===== src/rtl/pipe_defs.sv =====
// rtl/pipe_defs.sv - shared pipeline definitions: arbiter FSM states and data-word width
package pipe_defs;

  localparam int DATA_W = 32;

  typedef enum logic [1:0] {
    ST_IDLE  = 2'd0,
    ST_WAIT  = 2'd1,
    ST_FORCE = 2'd2
  } arb_state_t;

endpackage


===== src/rtl/arb_wait_counter.sv =====
// rtl/arb_wait_counter.sv - counts consecutive denied host cycles, flags when the next count hits the limit
module arb_wait_counter #(
  parameter int LIMIT = 8
) (
  input  logic       clock,
  input  logic       reset,
  input  logic       clr,
  input  logic       inc,
  output logic [7:0] cnt,
  output logic       sat_next
);

  localparam logic [7:0] LIMIT_W = 8'(LIMIT);

  // cnt stays below LIMIT while counting, so cnt + 1 cannot wrap.
  assign sat_next = (cnt + 8'd1) == LIMIT_W;

  always_ff @(posedge clock or posedge reset) begin
    if (reset)    cnt <= 8'd0;
    else if (clr) cnt <= 8'd0;
    else if (inc) cnt <= cnt + 8'd1;
  end

endmodule


===== src/rtl/pipe_dmem_arbiter.sv =====
// rtl/pipe_dmem_arbiter.sv - shares the data RAM between the MEM stage (priority) and a host port
module pipe_dmem_arbiter
  import pipe_defs::*;
#(
  parameter int ADDR_W       = 5,
  parameter int STARVE_LIMIT = 8
) (
  input  logic              clock,
  input  logic              reset,
  input  logic              cpu_req,
  input  logic              cpu_we,
  input  logic [ADDR_W-1:0] cpu_addr,
  input  logic [DATA_W-1:0] cpu_wdata,
  output logic [DATA_W-1:0] cpu_rdata,
  output logic              cpu_stall,
  input  logic              host_req,
  input  logic              host_we,
  input  logic [ADDR_W-1:0] host_addr,
  input  logic [DATA_W-1:0] host_wdata,
  output logic              host_gnt,
  output logic              host_rvalid,
  output logic [DATA_W-1:0] host_rdata,
  output logic              ram_we,
  output logic [ADDR_W-1:0] ram_addr,
  output logic [DATA_W-1:0] ram_wdata,
  input  logic [DATA_W-1:0] ram_rdata
);

  arb_state_t state, state_next;
  logic       cnt_clr, cnt_inc, sat_next;
  logic [7:0] wait_cnt;

  arb_wait_counter #(.LIMIT(STARVE_LIMIT)) u_cnt (
    .clock    (clock),
    .reset    (reset),
    .clr      (cnt_clr),
    .inc      (cnt_inc),
    .cnt      (wait_cnt),
    .sat_next (sat_next)
  );

  always_ff @(posedge clock or posedge reset) begin
    if (reset) state <= ST_IDLE;
    else       state <= state_next;
  end

  always_comb begin
    state_next = state;
    host_gnt   = 1'b0;
    cpu_stall  = 1'b0;
    cnt_clr    = 1'b0;
    cnt_inc    = 1'b0;
    case (state)
      ST_IDLE: begin
        if (host_req) begin
          if (!cpu_req) begin
            host_gnt = 1'b1;
          end else begin
            cnt_inc    = 1'b1;
            state_next = sat_next ? ST_FORCE : ST_WAIT;
          end
        end
      end
      ST_WAIT: begin
        if (!host_req) begin
          cnt_clr    = 1'b1;
          state_next = ST_IDLE;
        end else if (!cpu_req) begin
          host_gnt   = 1'b1;
          cnt_clr    = 1'b1;
          state_next = ST_IDLE;
        end else begin
          cnt_inc = 1'b1;
          if (sat_next) state_next = ST_FORCE;
        end
      end
      ST_FORCE: begin
        // The stall freezes the pipeline so the CPU re-presents its access next cycle.
        host_gnt   = host_req;
        cpu_stall  = host_req;
        cnt_clr    = 1'b1;
        state_next = ST_IDLE;
      end
      default: begin
        cnt_clr    = 1'b1;
        state_next = ST_IDLE;
      end
    endcase
  end

  assign ram_we    = host_gnt ? host_we    : (cpu_we & cpu_req);
  assign ram_addr  = host_gnt ? host_addr  : cpu_addr;
  assign ram_wdata = host_gnt ? host_wdata : cpu_wdata;
  assign cpu_rdata = ram_rdata;

  always_ff @(posedge clock or posedge reset) begin
    if (reset) begin
      host_rvalid <= 1'b0;
      host_rdata  <= '0;
    end else begin
      host_rvalid <= host_gnt & ~host_we;
      if (host_gnt && !host_we) host_rdata <= ram_rdata;
    end
  end

endmodule

===== config.mk =====
export PLATFORM = sky130hd
export DESIGN_NAME = pipe_dmem_arbiter
export DESIGN_NICKNAME = d
export VERILOG_FILES = /design/src/rtl/pipe_defs.sv /design/src/rtl/arb_wait_counter.sv /design/src/rtl/pipe_dmem_arbiter.sv
export SDC_FILE = /design/constraint.sdc
export NUM_CORES = 1
export LEC_CHECK = 0
export ABC_AREA = 1
export CORE_MARGIN = 2
export CORE_UTILIZATION = 36
export CTS_BUF_LIST = sky130_fd_sc_hd__clkbuf_2
export DETAILED_ROUTE_END_ITERATION = 6
export PLACE_DENSITY_LB_ADDON = 0.1
export SLEW_MARGIN = 25
export SYNTH_ARGS = -nofsm -noshare
export SYNTH_HDL_FRONTEND = slang
export SYNTH_HIERARCHICAL = 1
export SYNTH_SLANG_ARGS = --single-unit

===== constraint.sdc =====
create_clock -name clock -period 2.4 [get_ports clock]
set_input_delay 0.24 -clock clock [delete_from_list [all_inputs] [get_ports clock]]
set_output_delay 0.24 -clock clock [all_outputs]
set_load 0.1 [all_outputs]

# After elaboration in Yosys (flattened, before gate mapping)
# Cells that the tools add are included.
# op_classes
addsub,1
eq_ne,6
muxes,21
bitwise_logic,3
n_reduce_logical,6
# op_table
op,n
$mux W32,1
$mux W8,2
$mux W2,6
$add A8 B1 Y8 const B,1
$eq A8 B4 Y1 const B,1
$mux W1,8
$mux W5,1
$ne A2 B2 Y1 const B,2
$ne A4 B4 Y1 const B,1
$pmux W1 S2,2
$pmux W2 S2,1
$reduce_and A3 Y1,1
$and A1 B1 Y1,2
$eq A2 B1 Y1 const B,1
$eq A2 B2 Y1 const B,1
$logic_not A2 Y1,1
$reduce_bool A2 Y1,1
$reduce_or A2 Y1,1
$logic_and A1 B1 Y1,1
$logic_not A1 Y1,1
$not A1 Y1,1
# totals
reg_bits,43
input_bits,112
output_inout_bits,105
elab_cells,41

# Logic depth before layout (Yosys ltp)
# Gate-level depths: netlist of the first run.
# depth
word_depth,6
depth_mapped,9

# By module
# The synthesis of the first run kept the hierarchy.
# modules_own_cells
mod,n_inst,cells_each,area_per_inst_um2,seq_area_each_um2
pipe_dmem_arbiter,1,315,2175.8,875.8
arb_wait_counter,1,63,481.7,200.2

# Worst setup path before layout of the first run
# Ideal clock, no wire load.
# synth_path
path_type,register -> output
from,reg state[1]
to,out ram_we
t_arrival_ns,2.716
required_ns,2.160
setup_slack_ns,-0.556
stages_incl_launch_ff,4
n_path_buf,0
path_cell_list,dfrtp_1 > nand3_1 > nand2_2 > o21ai_0
# synth_via
elab_chain_len,4
elab_cells_between_ends,6
# synth_rtl
item,line,text
start: declaration,pipe_dmem_arbiter.sv:29,"arb_state_t state, state_next;"
start signal: assignment,pipe_dmem_arbiter.sv:44,else state <= state_next;
$eq A2 B1 Y1 / $logic_not A2 Y1 (equally long branches),pipe_dmem_arbiter.sv:53,case (state)
$reduce_or A2 Y1 (no line),-,
$pmux W1 S2 *,pipe_dmem_arbiter.sv:53,
$mux W1 *,pipe_dmem_arbiter.sv:91,assign ram_we = host_gnt ? host_we : (cpu_we & cpu_req);
end: declaration,pipe_dmem_arbiter.sv:23,"output logic ram_we,"
# Every way passes the cells marked *; elsewhere a longest branch is shown, timed or not.

# Final worst setup path of the first run
# Same ends and word-level chain as after synthesis.

==> impl_metrics.csv, run 1 <==
group,metric,value,unit
timing,finalWorstSetupSlack,0.303,ns
timing,period_share,87.4,%
global_routing,grtUsageTotal,24.5,%
global_routing,grt_max_degree,54,
drt,wl_met1,3800,um
drt,wire_per_inst,15.3,um
logic_synthesis,synth_top_cell_area_share,40.5,%
drt,vias,3130,
logic_synthesis,ys_ff_latch,43,
logic_synthesis,synth_fa_ha_area_share,0.942,%
timing,rsz0062_at_grt,"false",
logic_synthesis,synth_most_common_cell,"nand2_1",
worst_setup_path,crit_fanout,53,
timing,maxSlewHeadroom,59.8,%
logic_synthesis,synth_nets,492,
run,drv_cap,0,
worst_setup_path,slowest_stage,"dfrtp_1",
global_routing,grt_pass1_wl,16000,um
clock_tree,htreeDepth,2,
logic_synthesis,synth_ff_type,"dfrtp_1",
worst_setup_path,required,2.16,ns
logic_synthesis,synthMuxAreaShare,0,%
timing,fin_crit,2.10,ns
timing,slew_viol_final,0,
placement,numPortBuffers,216,
worst_setup_path,path_delay_family,"buffers and inverters",
final_layout,area_delta_synth_final,86.5,%
placement,dp_hpwl,8140,um
worst_setup_path,crit_top_cell,"buf_12",
die,die_x,89.9,um
logic_synthesis,synthCells,378,
die,dieArea,8090,um^2
worst_setup_path,cp.arrival,1.86,ns
drt,drtIter0Drc,145,
timing,clock_skew,0.0196,ns
die,die_height,89.9,um
clock_tree,clkSlewWorstSetupHoldPaths,0.22,ns
worst_setup_path,path_buf_inv,3,
final_layout,drive_gt1_share,22.8,%
hold_path,hold_path_class,"in -> reg",
clock_tree,cts_buffer_depth,2,
placement,placed_area,4900,um^2
logic_synthesis,yosys_warnings,6,
power,ir_worst_vdd,445,uV
drt,dr.pass1.iters,4,
power,power_density,670,nW/um^2
timing,fmax,477,MHz
final_layout,final_cell_area,4960,um^2
global_routing,grt.overflow.total,0,
drt,highest_layer,"met4",
drt,routed_wl,10100,um
clock_tree,cts_buffers,5,
die,io_pins,217,
placement,gp_congestion,0.834,
timing,report.final.setup_viol,0,
global_routing,grt_pass1_vias,3028,
worst_setup_path,path_cells,"inv_1, nand3_1, nand2_2, buf_12, nand2_1, o21ai_1, buf_12",
timing,fin_tns_setup,0,ns
logic_synthesis,ys_types,20,
worst_setup_path,cp-end-kind,"primary output",
final_layout,post-route-util,68.7,%
worst_setup_path,cpPeakStageDelay,0.43,ns
logic_synthesis,synth_commonest_cells,"154 x nand2_1, 77 x nand3_1, 43 x dfrtp_1",
logic_synthesis,syn_area_per_cell,7.03,um^2
logic_synthesis,synth_compound_area_share,2.07,%
logic_synthesis,yosys-top-cells-area,"dfrtp_1 40%, nand2_1 22%, nand3_1 15%, buf_4 10%, inv_1 2.7%",
logic_synthesis,synth-simple-area-share,39.6,%
logic_synthesis,synthArstFlopShare,100,%
final_layout,antenna_cells,0,
die,start_util,36.8,%
drt,ant_nets,0,
clock_tree,cts_tree,"yes",
timing,hold_viol_final,0,
clock_tree,clk_latency,0.38,ns
die,rows,31,
worst_setup_path,path_class,"reg -> out",
status,status,"complete, no violations",
clock_tree,cts_sinks,43,
drt,wl_met2,5190,um
logic_synthesis,synth_top_family_by_area,"simple AND/OR/NAND/NOR gates",
worst_setup_path,start_kind,"flop",
timing,worst_pin_slew,0.601,ns
clock_tree,cts_setup_buffers,0,
final_layout,final_nets,671,
drt,wl_met3,823,um
final_layout,nFillCells,606,
logic_synthesis,synth_edf_count,0,
logic_synthesis,post-synth-top-area-cell,"dfrtp_1",
drt,vias_per_cell,4.76,
global_routing,antenna_found_initial,0,
placement,place_ws,0.300,ns
power,p_leak,2.50,nW
logic_synthesis,synthXorXnorAreaFrac,0.989,%
drt,drc,0,
logic_synthesis,ys_seq_area_share,40.5,%
die,core-area,7210,um^2
clock_tree,cts_root_buf,"clkbuf_2",
logic_synthesis,syn_area,2660,um^2
==> report_power, final <==
part / internal (W) / switching, W / total (W)
Sequential: 0.000820 / 0.0000626 / 0.000882
Clock: 0.0000754 / 0.000228 / 0.000304
Combinational: 0.000587 / 0.00155 / 0.00214
==> worst paths after layout <==
kind                       slack [ns]             end  depth (start not counted)           from
hold / removal                   0.40   host_rdata[7]                          3   ram_rdata[7]
hold reg to reg                  0.50   host_rdata[8]                          2  host_rdata[8]
setup / recovery                 0.30          ram_we                          7       state[1]
setup reg to reg                 0.62  host_rdata[27]                          7       state[1]
max in group asynchronous        1.21  host_rdata[27]                          4          reset
min in group asynchronous        0.56        state[1]                          3          reset
==> state kept, by name (all words and copies together) (netlist names) <==
| register | flops |
|---|---|
| state | 2 |
| u_cnt/cnt | 8 |
| host_rdata | 32 |
| host_rvalid | 1 |
==> worst reg2reg max path: cells and delay by family (launching register included) <==
kind	cells	cell delay [ns]
simple gates	5	0.92
flops	1	0.43
buf+inv	2	0.33
==> what timing repair did <==
| action | 4_1_cts | 5_1_grt |
|---|---|---|
| hold endpoints to repair | 2 | 0 |
| resized for setup | 0 | 0 |
| hold buffers | 1 | 0 |
==> layer usage <==
layer	GRT usage, %	vias to the layer above
li1	-	1538
met1	27.9	1433
met2	44.6	139
met3	7.21	20
met4	7.31	0
met5	0	-
==> per-stage QoR <==
step,instances,hold slack (ns),total power (W)
6_report,657,0.399,0.00332
5_1_grt,657,0.386,0.00344
4_1_cts,657,0.381,0.00335
3_5_place_dp,648,0.447,0.00304
3_3_place_gp,648,0.447,0.00302
2_1_floorplan,378,0.0557,0.00237
==> cell type report <==
type / instances / area, um^2 / area share [%]
inverter: 19 / 71.3 / 1.44
timing repair buffer: 225 / 2480 / 50.1
multi-input combinational: 263 / 1160 / 23.4
tap: 99 / 124 / 2.50
clock inverter: 2 / 12.5 / 0.252
sequential: 43 / 1080 / 21.7
clock buffer: 6 / 30.0 / 0.606
==> placed cells by master, fill, tap and decap left out <==
| master | synthesis | routed |
|---|---|---|
| clkdlybuf4s50_1 | 0 | 111 |
| nand3_1 | 77 | 77 |
| nor3_1 | 1 | 1 |
| nand3_2 | 2 | 2 |
| a21oi_1 | 1 | 1 |
| inv_1 | 19 | 19 |
| nand2_2 | 3 | 3 |
| buf_12 | 0 | 41 |
| nor2_1 | 9 | 9 |
| nor2_2 | 2 | 2 |
| o22ai_1 | 4 | 4 |
| o21ai_0 | 4 | 3 |
| xor2_1 | 2 | 2 |
| nand2_1 | 154 | 154 |
| dlygate4sd3_1 | 0 | 1 |
| ha_1 | 2 | 2 |
| dfrtp_1 | 43 | 43 |
| o21ai_1 | 1 | 2 |
| clkinv_1 | 0 | 1 |
| buf_4 | 36 | 72 |
| clkbuf_2 | 0 | 6 |
| clkinv_4 | 0 | 1 |
| xnor2_1 | 1 | 1 |
==> cell families (layout without fill, tap and decap cells) <==
group,Yosys count,after routing
flops,43,43
compound gates,10,10
simple gates,248,248
buf+inv,72,252
xor+xnor,3,3
fa+ha+maj,2,2
Power figures use the tool's default switching activity.
==> inputs of run 2 (changes only) <==
--- a/config.mk
+++ b/config.mk
@@ -16,3 +16,4 @@
 export SYNTH_HDL_FRONTEND = slang
 export SYNTH_HIERARCHICAL = 1
 export SYNTH_SLANG_ARGS = --single-unit
+export TNS_END_PERCENT = 20
==> results of run 2 <==
No change in the layout: final DEF, timing and power equal those of run 1.
